File: src/rtl/seg7_pkg.sv
// -----------------------------------------------------------------------------
// seg7_pkg
// Shared constants for the seven-segment scan driver.
//   - Segment bit positions inside the 7-bit segment word (seg[6]=A .. seg[0]=G)
//   - 16-entry hex-to-segment table (active-high, 1 = segment lit)
//   - idx_width(): width of an index/counter that covers 0..n-1, minimum 1 bit
// -----------------------------------------------------------------------------
package seg7_pkg;

    localparam int SEG_A_BIT = 6;
    localparam int SEG_B_BIT = 5;
    localparam int SEG_C_BIT = 4;
    localparam int SEG_D_BIT = 3;
    localparam int SEG_E_BIT = 2;
    localparam int SEG_F_BIT = 1;
    localparam int SEG_G_BIT = 0;

    localparam logic [6:0] SEG_A = 7'(1 << SEG_A_BIT);
    localparam logic [6:0] SEG_B = 7'(1 << SEG_B_BIT);
    localparam logic [6:0] SEG_C = 7'(1 << SEG_C_BIT);
    localparam logic [6:0] SEG_D = 7'(1 << SEG_D_BIT);
    localparam logic [6:0] SEG_E = 7'(1 << SEG_E_BIT);
    localparam logic [6:0] SEG_F = 7'(1 << SEG_F_BIT);
    localparam logic [6:0] SEG_G = 7'(1 << SEG_G_BIT);

    localparam logic [6:0] HEX_SEG_TABLE [16] = '{
        SEG_A | SEG_B | SEG_C | SEG_D | SEG_E | SEG_F,          // 0
        SEG_B | SEG_C,                                          // 1
        SEG_A | SEG_B | SEG_D | SEG_E | SEG_G,                  // 2
        SEG_A | SEG_B | SEG_C | SEG_D | SEG_G,                  // 3
        SEG_B | SEG_C | SEG_F | SEG_G,                          // 4
        SEG_A | SEG_C | SEG_D | SEG_F | SEG_G,                  // 5
        SEG_A | SEG_C | SEG_D | SEG_E | SEG_F | SEG_G,          // 6
        SEG_A | SEG_B | SEG_C,                                  // 7
        SEG_A | SEG_B | SEG_C | SEG_D | SEG_E | SEG_F | SEG_G,  // 8
        SEG_A | SEG_B | SEG_C | SEG_D | SEG_F | SEG_G,          // 9
        SEG_A | SEG_B | SEG_C | SEG_E | SEG_F | SEG_G,          // A
        SEG_C | SEG_D | SEG_E | SEG_F | SEG_G,                  // b
        SEG_A | SEG_D | SEG_E | SEG_F,                          // C
        SEG_B | SEG_C | SEG_D | SEG_E | SEG_G,                  // d
        SEG_A | SEG_D | SEG_E | SEG_F | SEG_G,                  // E
        SEG_A | SEG_E | SEG_F | SEG_G                           // F
    };

    function automatic int idx_width(input int n);
        return (n > 1) ? $clog2(n) : 1;
    endfunction

endpackage

File: src/rtl/seg7_hex_decode.sv
// -----------------------------------------------------------------------------
// seg7_hex_decode
// Combinational hex nibble to seven-segment pattern lookup.
// Ports:
//   i_nibble  in  4  hex digit 0..F
//   o_seg     out 7  segment pattern, seg[6]=A .. seg[0]=G, active-high
// -----------------------------------------------------------------------------
module seg7_hex_decode
    import seg7_pkg::*;
(
    input  logic [3:0] i_nibble,
    output logic [6:0] o_seg
);

    assign o_seg = HEX_SEG_TABLE[i_nibble];

endmodule

File: src/rtl/seg7_scan_driver.sv
// -----------------------------------------------------------------------------
// seg7_scan_driver
// Time-multiplexed driver for NUM_DIGITS seven-segment digits. A prescaler
// produces a tick every REFRESH_DIV clocks; each tick selects the next digit
// and registers its decoded segments, decimal point and one-hot select.
// Optional leading-zero suppression blanks upper digits that are zero.
// Ports:
//   clk       in  1                 system clock, rising edge
//   rst       in  1                 asynchronous active-high reset
//   en        in  1                 display enable (0 blanks outputs at next tick)
//   load      in  1                 strobe: capture value and dp_in into shadow
//   value     in  4*NUM_DIGITS      hex nibbles, nibble k -> digit k
//   dp_in     in  NUM_DIGITS        decimal-point request per digit
//   seg       out 7                 segments A..G (seg[6]=A), registered
//   dp        out 1                 decimal point of selected digit, registered
//   digit_en  out NUM_DIGITS        one-hot digit select, registered
//   scan_idx  out idx_width(N)      index of selected digit, registered
// -----------------------------------------------------------------------------
module seg7_scan_driver
    import seg7_pkg::*;
#(
    parameter int NUM_DIGITS  = 4,
    parameter int REFRESH_DIV = 1000,
    parameter int LZ_BLANK    = 1
)(
    input  logic                              clk,
    input  logic                              rst,
    input  logic                              en,
    input  logic                              load,
    input  logic [4*NUM_DIGITS-1:0]           value,
    input  logic [NUM_DIGITS-1:0]             dp_in,
    output logic [6:0]                        seg,
    output logic                              dp,
    output logic [NUM_DIGITS-1:0]             digit_en,
    output logic [idx_width(NUM_DIGITS)-1:0]  scan_idx
);

    localparam int IDX_W = idx_width(NUM_DIGITS);
    localparam int CNT_W = idx_width(REFRESH_DIV);
    localparam logic [CNT_W-1:0] CNT_LAST = CNT_W'(REFRESH_DIV - 1);
    localparam logic [IDX_W-1:0] IDX_LAST = IDX_W'(NUM_DIGITS - 1);

    logic [4*NUM_DIGITS-1:0] r_value;
    logic [NUM_DIGITS-1:0]   r_dp;
    logic [CNT_W-1:0]        r_cnt;
    logic [IDX_W-1:0]        r_scan_idx;
    logic [6:0]              r_seg;
    logic                    r_dp_out;
    logic [NUM_DIGITS-1:0]   r_digit_en;

    logic                    w_tick;
    logic [IDX_W-1:0]        w_next_idx;
    logic [3:0]              w_nibble;
    logic                    w_dp_sel;
    logic                    w_blank;
    logic [NUM_DIGITS-1:0]   w_onehot;
    logic [6:0]              w_dec_seg;

    // Shadow registers; the output stage reads the pre-load contents on a
    // coincident load/tick edge, so a load on a tick shows one slot later.
    always_ff @(posedge clk or posedge rst) begin
        if (rst) begin
            r_value <= '0;
            r_dp    <= '0;
        end else if (load) begin
            r_value <= value;
            r_dp    <= dp_in;
        end
    end

    always_ff @(posedge clk or posedge rst) begin
        if (rst) begin
            r_cnt <= '0;
        end else if (w_tick) begin
            r_cnt <= '0;
        end else begin
            r_cnt <= r_cnt + CNT_W'(1);
        end
    end

    assign w_tick     = (r_cnt == CNT_LAST);
    assign w_next_idx = (r_scan_idx == IDX_LAST) ? '0 : r_scan_idx + IDX_W'(1);

    // Select the digit about to be shown. The scan runs from the top digit
    // down so 'upper_zero' accumulates "this nibble and all above are zero".
    always_comb begin
        logic upper_zero;
        w_nibble   = '0;
        w_dp_sel   = 1'b0;
        w_blank    = 1'b0;
        w_onehot   = '0;
        upper_zero = 1'b1;
        for (int k = NUM_DIGITS - 1; k >= 0; k--) begin
            upper_zero = upper_zero & (r_value[4*k +: 4] == 4'd0);
            if (w_next_idx == IDX_W'(k)) begin
                w_nibble    = r_value[4*k +: 4];
                w_dp_sel    = r_dp[k];
                w_onehot[k] = 1'b1;
                w_blank     = (LZ_BLANK != 0) && (k != 0) && upper_zero;
            end
        end
    end

    seg7_hex_decode u_decode (
        .i_nibble (w_nibble),
        .o_seg    (w_dec_seg)
    );

    // Outputs only move on a tick, so each digit holds stable for a full slot.
    always_ff @(posedge clk or posedge rst) begin
        if (rst) begin
            r_scan_idx <= '0;
            r_seg      <= '0;
            r_dp_out   <= 1'b0;
            r_digit_en <= '0;
        end else if (w_tick) begin
            r_scan_idx <= w_next_idx;
            if (en) begin
                r_seg      <= w_blank ? 7'd0 : w_dec_seg;
                r_dp_out   <= w_dp_sel;
                r_digit_en <= w_onehot;
            end else begin
                r_seg      <= '0;
                r_dp_out   <= 1'b0;
                r_digit_en <= '0;
            end
        end
    end

    assign seg      = r_seg;
    assign dp       = r_dp_out;
    assign digit_en = r_digit_en;
    assign scan_idx = r_scan_idx;

endmodule

File: config.mk
export PLATFORM = sky130hd
export DESIGN_NAME = seg7_scan_driver
export DESIGN_NICKNAME = d
export VERILOG_FILES = /design/src/rtl/seg7_pkg.sv /design/src/rtl/seg7_hex_decode.sv /design/src/rtl/seg7_scan_driver.sv
export SDC_FILE = /design/constraint.sdc
export NUM_CORES = 1
export LEC_CHECK = 0
export CAP_MARGIN = 10
export CORE_MARGIN = 10
export CORE_UTILIZATION = 48
export DETAILED_ROUTE_END_ITERATION = 12
export PLACE_DENSITY = 0.75
export SLEW_MARGIN = 10
export SYNTH_ARGS = -nofsm -noshare
export SYNTH_HDL_FRONTEND = slang
export SYNTH_HIERARCHICAL = 1
export SYNTH_SLANG_ARGS = --single-unit
File: constraint.sdc
create_clock -name clk -period 2.65 [get_ports clk]
set_input_delay 0.53 -clock clk [delete_from_list [all_inputs] [get_ports clk]]
set_output_delay 0.53 -clock clk [all_outputs]
set_load 0.05 [all_outputs]
==> impl_metrics.ini, run 1 <==
[clock_tree]
cts_buffers = 5
clock-sinks = 44
clkTransAtPathRegs_ns = 0.09
cts_max_path_buffers = 2
htree_levels = 2
cts_tree = built
clock_latency_ns = 0.30
root_buffer = clkbuf_8

[sta]
timing.final.crit_share_pct = 94.43
fin_ws_ns = 0.1475
max-slew-margin-rel_pct = 59.44
fin_setup_tns_ns = 0
tightest_slew_ns = 0.6065
finClkSkew_ns = 0.005470
fin_hold_ws_ns = 0.4660
finalCriticalPeriod_ns = 2.502
finalHoldViolCount = 0
maxSlewViolCount = 0
setup_viol = 0
max_freq_mhz = 399.6

[logic_synthesis]
yosysMostFrequentCell = dfrtp_1
synthArstFlopShare_pct = 100.0
synth_top_area_share_pct = 45.69
synthTopCellsByCount = dfrtp_1, nand2_1, mux2_2
yosysUniqueCellTypes = 41
synth-main-ff-cell = dfrtp_1
syn-cell-area_sq_mm = 0.002410
synth_area_leaders = dfrtp_1, mux2_2, ha_1
yosys_warnings = 6
synth_cells = 235
seq_area_frac_synth_pct = 45.69
avgSynthCellArea_sq_um = 10.25
yosys_register_bits = 44
syn_nets = 271
synth_top_cell_by_area = dfrtp_1
synth_enable_flop_cells = 0

[hold_path]
holdCritPathClass = reg -> reg
whs_endpoint = r_cnt[0]
holdPathStages = 1
worstHoldStart = r_cnt[0]

[layout]
final.fill_count = 408
area.growth.synth_to_final_pct = 26.95
register_area_sq_mm = 0.001104
drive_above_1_share_pct = 22.97
multi_input_area_sq_mm = 0.001232
final_cell_count_no_fill = 350
design_area_sq_mm = 0.003059
num-nets-final = 318
n_antenna_cell = 0
postLayoutCoreUtil_pct = 63.92

[global_routing]
grt_pass1_vias = 1847
grt_overflow = 0
grtUsageTotal_pct = 12.77
grt_max_degree = 45
antenna_found_initial = 0
grt_pass1_wl_mm = 8.887
use_met1_pct = 16.01
grt_use_met3_pct = 4.323
top_usage_layer = met2
met2_usage_pct = 20.73

[die]
rows = 25
die_area_sq_mm = 0.008255
io-pin-count = 38
core-area_sq_mm = 0.004786
die_x_um = 90.86
initial_core_util_pct = 50.35
die_h_um = 90.86

[status]
status = finished, final reports clean

[power_and_ir_drop]
power_density_mw_per_mm2 = 472.7
peakVddDrop_mv = 0.3643
p_leak_nw = 1.292
totalPowerFinal_mw = 1.446

[run]
cap_violations = 0

[detailed_routing]
routedWlPerCell_um = 14.96
drtIter0Drc = 129
vias = 1852
ant_nets = 0
dr.pass1.iters = 4
drc = 0
avgViaCountPerCell = 5.291
wl_mm = 5.236

[worst_setup_path]
crit_path_top_delay_cell = mux4_2
worst-r2r-cell-count = 11
path_buf_inv = 2
path_max_fanout = 8
worstPathArrival_ns = 2.67
r2r_setup_slack_ns = 0.15
start_kind = flip-flop
crit_type = reg -> reg
cpLargestDelayFamily = compound AO/OA/AOI/OAI gates
cpPeakStageDelay_ns = 0.48
r2r_end = seg[3]
worst_ep_required_time_ns = 2.82
cp-end-kind = flip-flop
crit_chain = inv_2, ha_4, nand3b_1, a21oi_1, a21oi_1, o21ai_2, inv_2, ha_1, mux4_2, nand4_1, o211ai_1
r2r-start = scan_idx[1]

[placed_design]
place_inst = 334
pre_cts_ws_ns = 0.05665
dpl_cell_area_sq_mm = 0.002854
io_buffers = 37
dp_hpwl_mm = 3.874
place.gp.congestion = 0.8297
[worst reg2reg max path, cell delays in order, from the launching register on]
cell and delay, ns:
dfrtp_2 0.40, inv_2 0.08, ha_4 0.19, nand3b_1 0.15, a21oi_1 0.15, a21oi_1 0.06, o21ai_2 0.24, inv_2 0.10
ha_1 0.32, mux4_2 0.48, nand4_1 0.10, o211ai_1 0.11
[how the worst max path moves through the flow]
| stage | start | endpoint | slack, ns | cells after the start |
|---|---|---|---|---|
| 2_1_floorplan | scan_idx[1] | seg[3] | 0.002 | 12 |
| 3_3_place_gp | scan_idx[0] | seg[3] | 0.18 | 11 |
| 3_5_place_dp | scan_idx[0] | seg[3] | 0.06 | 11 |
| 4_1_cts | scan_idx[0] | seg[3] | 0.04 | 11 |
| 5_1_grt | scan_idx[1] | seg[3] | -0.003 | 11 |
| 6_report | scan_idx[1] | seg[3] | 0.15 | 11 |
[state kept, by name, summed over array words and instances, names as in the netlist]
name,count
seg,7
dp,1
digit_en,4
scan_idx,2
r_dp,4
r_cnt,10
r_value,16
[routing by layer]
metal	share of wire, %	routed length [um]
met5	0	0
met4	0.61	32
met3	5.4	283
met2	47	2477
met1	47	2442
[power by group]
part | total, mW | internal (mW) | switching, mW
sequential | 0.725 | 0.701 | 0.0235
clock | 0.516 | 0.284 | 0.232
combinational | 0.205 | 0.111 | 0.0945
total | 1.45 | 1.10 | 0.350
[area by class of cell]
cell class,instances,area share (%)
sequential,44,36.07
inverter,9,1.104
clock inverter,3,1.513
multi-input combinational,169,40.29
clock buffer,5,2.249
tap,67,2.740
timing repair buffer,53,16.03
[cells by family (layout without fill, tap and decap cells)]
| group | count (synthesis) | count (layout) | synth area share, % |
|---|---|---|---|
| xor gates and xnor gates | 6 | 6 | 2.181 |
| AOI/OAI and AO/OA | 39 | 39 | 10.59 |
| buffers and inverters | 22 | 70 | 4.672 |
| DFF | 44 | 44 | 45.69 |
| adders and majority gates | 12 | 12 | 6.230 |
| muxes | 26 | 26 | 12.62 |
| and+or+nand+nor | 86 | 86 | 18.02 |
[cell usage in the layout, fill, tap and decap left out, types with 7 or more instances in the layout]
cell	count
dfrtp_1	42
nand2_1	40
clkdlybuf4s50_1	37
mux2_2	22
buf_4	16
a21oi_1	15
nand4_1	8
nor2_1	8
o211ai_1	7
ha_1	7
[timing repair]
action	CTS	global route
gates resized for setup	0	8
setup buffers	0	8
setup endpoints to repair	0	6
hold buffers	0	0
(Power assumes the default switching activity.)
==> inputs of run 2 (changes only) <==
--- a/config.mk
+++ b/config.mk
@@ -5,10 +5,12 @@
 export SDC_FILE = /design/constraint.sdc
 export NUM_CORES = 1
 export LEC_CHECK = 0
+export ABC_AREA = 0
 export CAP_MARGIN = 10
 export CORE_MARGIN = 10
 export CORE_UTILIZATION = 48
 export DETAILED_ROUTE_END_ITERATION = 12
+export MAX_ROUTING_LAYER = met4
 export PLACE_DENSITY = 0.75
 export SLEW_MARGIN = 10
 export SYNTH_ARGS = -nofsm -noshare
==> impl_metrics.ini, run 2 (synthesized netlist as in run 1, its figures left out) <==
[worst_setup_path]
start_kind = flip-flop
worstPathArrival_ns = 2.67
path_max_fanout = 8
r2r_end = seg[3]
r2r_setup_slack_ns = 0.15
worstSetupEndpoint = seg[3]
r2r-start = scan_idx[1]
cp-end-kind = flip-flop
crit_path_start = scan_idx[1]
worst-r2r-cell-count = 11
crit_type = reg -> reg
worst_ep_required_time_ns = 2.82

[layout]
num-nets-final = 318
largest_reg_flops = 16
area.growth.synth_to_final_pct = 26.95
n_antenna_cell = 0
postLayoutCoreUtil_pct = 63.92
largest-register = r_value
final_cell_mix = dfrtp_1, nand2_1, clkdlybuf4s50_1
final.fill_count = 408
drive_above_1_share_pct = 22.97
final_common_cell = dfrtp_1

[global_routing]
grtUsageTotal_pct = 13.14
grt_overflow = 0
grt_max_degree = 45
grt_pass1_vias = 1849
grt_pass1_wl_mm = 8.880
antenna_found_initial = 0

[sta]
tightest_slew_ns = 0.6151
timing.final.crit_share_pct = 94.24
finalHoldViolCount = 0
setup_viol = 0
finClkSkew_ns = 0.006192
finalCriticalPeriod_ns = 2.497
fin_hold_ws_ns = 0.4651
max-slew-margin-rel_pct = 58.86
fin_ws_ns = 0.1526
max_freq_mhz = 400.4
maxSlewViolCount = 0
fin_setup_tns_ns = 0

[clock_tree]
root_buffer = clkbuf_8
clock_latency_ns = 0.30
cts_max_path_buffers = 2
cts_buffers = 5
clock-sinks = 44
htree_levels = 2
clkTransAtPathRegs_ns = 0.09
ctsHoldBuffers = 0
cts_tree = built

[detailed_routing]
ant_nets = 0
drt-met1-wl_mm = 2.474
drtIter0Drc = 147
routedWlPerCell_um = 14.95
topRoutingLayerUsed = met4
dr.pass1.iters = 4
wl_met2_mm = 2.507
avgViaCountPerCell = 5.386
wl_mm = 5.234
vias = 1885
dr_wl_met3_um = 236
drc = 0

[placed_design]
pre_cts_ws_ns = 0.05665
io_buffers = 37
dp_hpwl_mm = 3.874
place.gp.congestion = 0.8422

[die]
core-area_sq_mm = 0.004786
initial_core_util_pct = 50.35
die_h_um = 90.86
die_x_um = 90.86
rows = 25
io-pin-count = 38
die_area_sq_mm = 0.008255

[status]
status = finished, final reports clean

[power_and_ir_drop]
peakVddDrop_mv = 0.3651
totalPowerFinal_mw = 1.447
p_leak_nw = 1.292
power_density_mw_per_mm2 = 473.0

[hold_path]
worstHoldStart = r_cnt[0]
holdCritPathClass = reg -> reg

[run]
cap_violations = 0
run 2: cell counts in the layout (fill, tap and decap cells not counted):
Identical to the previous run, type by type.
run 2: where the power goes:
part | switching (mW) | internal (mW)
registers | 0.0235 | 0.701
clock network | 0.233 | 0.284
logic | 0.0944 | 0.111
run 2: worst min path at each step:
stage | to | depth (start not counted)
4_1_cts | r_cnt[0] | 1
2_1_floorplan | r_cnt[0] | 1
5_1_grt | digit_en[3] | 2
6_report | r_cnt[0] | 1
3_5_place_dp | r_cnt[0] | 1
3_3_place_gp | r_cnt[0] | 1
run 2: repair_timing:
item,4_1_cts,5_1_grt
endpoints found under the setup margin,0,5
gates resized for setup,0,8
setup buffers,0,8
run 2: final cells by class:
type,instances,area [sq um],area share [%]
Timing Repair Buffer,53,490.5,16.03
Sequential cell,44,1104,36.07
Multi-Input combinational cell,169,1232,40.29
Tap cell,67,83.83,2.740
Inverter,9,33.78,1.104
Clock buffer,5,68.82,2.249
Clock inverter,3,46.29,1.513
run 2: metrics by stage:
stage,cells,cell area (sq um)
after CTS,342,2969
final,350,3059
after detailed placement,334,2854
after global routing,350,3059
after floorplan,235,2422
after global placement,334,2854
run 2: routing by layer:
| metal | vias up | global-route usage, % |
|---|---|---|
| met1 | 911 | 16.36 |
| met3 | 4 | 3.658 |
| li1 | 917 | - |
| met5 | - | - |
| met2 | 53 | 20.85 |
| met4 | 0 | 2.742 |
run 2: critical path, stage by stage, from the launching register on:
cell and delay (ns):
dfrtp_2 0.40, inv_2 0.07, ha_4 0.19, nand3b_1 0.15, a21oi_1 0.15, a21oi_1 0.06
o21ai_2 0.23, inv_2 0.10, ha_1 0.32, mux4_2 0.48, nand4_1 0.11, o211ai_1 0.11
==> inputs of run 3 (changes only) <==
==> constraint.sdc (replaced) <==
create_clock -name clk -period 2.2 [get_ports clk]
set_input_delay 0.44 -clock clk [delete_from_list [all_inputs] [get_ports clk]]
set_output_delay 0.44 -clock clk [all_outputs]
set_load 0.05 [all_outputs]
==> impl_metrics.ini, run 3 (synthesized netlist as in run 1, its figures left out) <==
[status]
status = finished with violations
violations = negative setup slack

[die]
io-pin-count = 38
initial_core_util_pct = 50.35
die_h_um = 90.86
core-area_sq_mm = 0.004786
die_area_sq_mm = 0.008255
rows = 25
die_x_um = 90.86

[layout]
n_antenna_cell = 0
largest-register = r_value
largest_reg_flops = 16
final_cell_mix = dfrtp_1, nand2_1, clkdlybuf4s50_1
design_area_sq_mm = 0.003258
area.growth.synth_to_final_pct = 35.20
final_common_cell = dfrtp_1
multi_input_area_sq_mm = 0.001321
register_area_sq_mm = 0.001104
drive_above_1_share_pct = 29.59
final.fill_count = 356
num-nets-final = 329

[worst_setup_path]
start_kind = flip-flop
cp-end-kind = flip-flop
path_max_fanout = 6
worst_ep_required_time_ns = 2.37
worstPathArrival_ns = 2.54
crit_type = reg -> reg

[power_and_ir_drop]
peakVddDrop_mv = 0.3280
p_leak_nw = 1.375
power_density_mw_per_mm2 = 583.9

[clock_tree]
cts_buffers = 5
clock_latency_ns = 0.30
cts_tree = built
clock-sinks = 44
cts_max_path_buffers = 2
root_buffer = clkbuf_8
ctsHoldBuffers = 0
htree_levels = 2
clkTransAtPathRegs_ns = 0.09

[detailed_routing]
dr.pass1.iters = 4
wl_mm = 5.417
vias = 1919
drtIter0Drc = 109
drc = 0
avgViaCountPerCell = 5.316
ant_nets = 0
routedWlPerCell_um = 15.01

[hold_path]
holdCritPathClass = reg -> reg

[placed_design]
dp_hpwl_mm = 3.904
dpl_cell_area_sq_mm = 0.002993
pre_cts_ws_ns = -0.1989
io_buffers = 37
place.gp.congestion = 0.8665

[sta]
maxSlewViolCount = 0
timing.final.crit_share_pct = 107.9
tightest_slew_ns = 0.6156
fin_setup_tns_ns = -0.7133
finalCriticalPeriod_ns = 2.374
fin_ws_ns = -0.1739
max-slew-margin-rel_pct = 58.83
max_freq_mhz = 421.2
finalHoldViolCount = 0
setup_viol = 7
rsz0062_at_grt = yes
finClkSkew_ns = 0.01109

[global_routing]
antenna_found_initial = 0
grt_pass1_wl_mm = 9.459
grt_pass1_vias = 1963
grt_max_degree = 45
grt_overflow = 0
grtUsageTotal_pct = 14.05

[run]
cap_violations = 0
==> run 3: cell type report <==
| class | count | share of cell area [%] |
|---|---|---|
| flip-flops and latches | 44 | 33.87 |
| multi-input cells | 169 | 40.55 |
| clock buffers | 6 | 2.227 |
| well taps | 67 | 2.573 |
| inverters | 9 | 1.114 |
| repair buffers | 64 | 17.82 |
| clock inverters | 2 | 1.843 |
==> run 3: repair_timing <==
action / in CTS / in global routing
endpoints found under the setup margin: 7 / 7
setup buffers: 3 / 1
resized for setup: 11 / 13
gates cloned: 0 / 0
pin swaps: 4 / 13
==> run 3: power by group <==
part / total, mW / switching (mW) / internal, mW
Clock: 0.726 / 0.272 / 0.454
Combinational: 0.301 / 0.132 / 0.170
Sequential: 0.875 / 0.0303 / 0.845
Total: 1.90 / 0.434 / 1.47
==> run 3: per-layer routing <==
metal / wire length [um] / global-route usage, % / vias to the layer above
li1: - / - / 945
met1: 2423 / 16.54 / 901
met2: 2582 / 22.48 / 65
met3: 333 / 3.990 / 8
met4: 78 / 4.961 / 0
met5: 0 / - / -
==> run 3: worst max-delay path, stage by stage (launching register included) <==
cell	delay, ns
dfrtp_2	0.40
inv_4	0.05
ha_4	0.17
nand3b_1	0.17
a21oi_2	0.16
a21oi_2	0.06
o21ai_4	0.23
inv_2	0.10
ha_4	0.22
mux4_2	0.47
nand4_1	0.11
o211ai_1	0.10
==> run 3: stage by stage <==
step | std cells | hold WS [ns] | util, % | total power [mW]
global placement | 349 | 0.4477 | 62.54 | 1.148
detailed placement | 349 | 0.4558 | 62.54 | 1.156
floorplan | 235 | 0.4223 | - | 1.050
global route | 361 | 0.5023 | 68.08 | 1.989
CTS | 360 | 0.4677 | 66.67 | 1.895
finish | 361 | 0.4604 | 68.08 | 1.902
==> run 3: final timing paths <==
check                      depth (start not counted)     endpoint         from  slack (ns)
hold reg to reg                                    1     r_cnt[0]     r_cnt[0]        0.46
setup reg to reg                                  11       seg[3]  scan_idx[1]       -0.17
hold / removal                                     1     r_cnt[0]     r_cnt[0]        0.46
min in group asynchronous                          3  r_value[14]          rst        0.57
max in group asynchronous                          3  scan_idx[0]          rst        1.24
setup / recovery                                  11       seg[3]  scan_idx[1]       -0.17
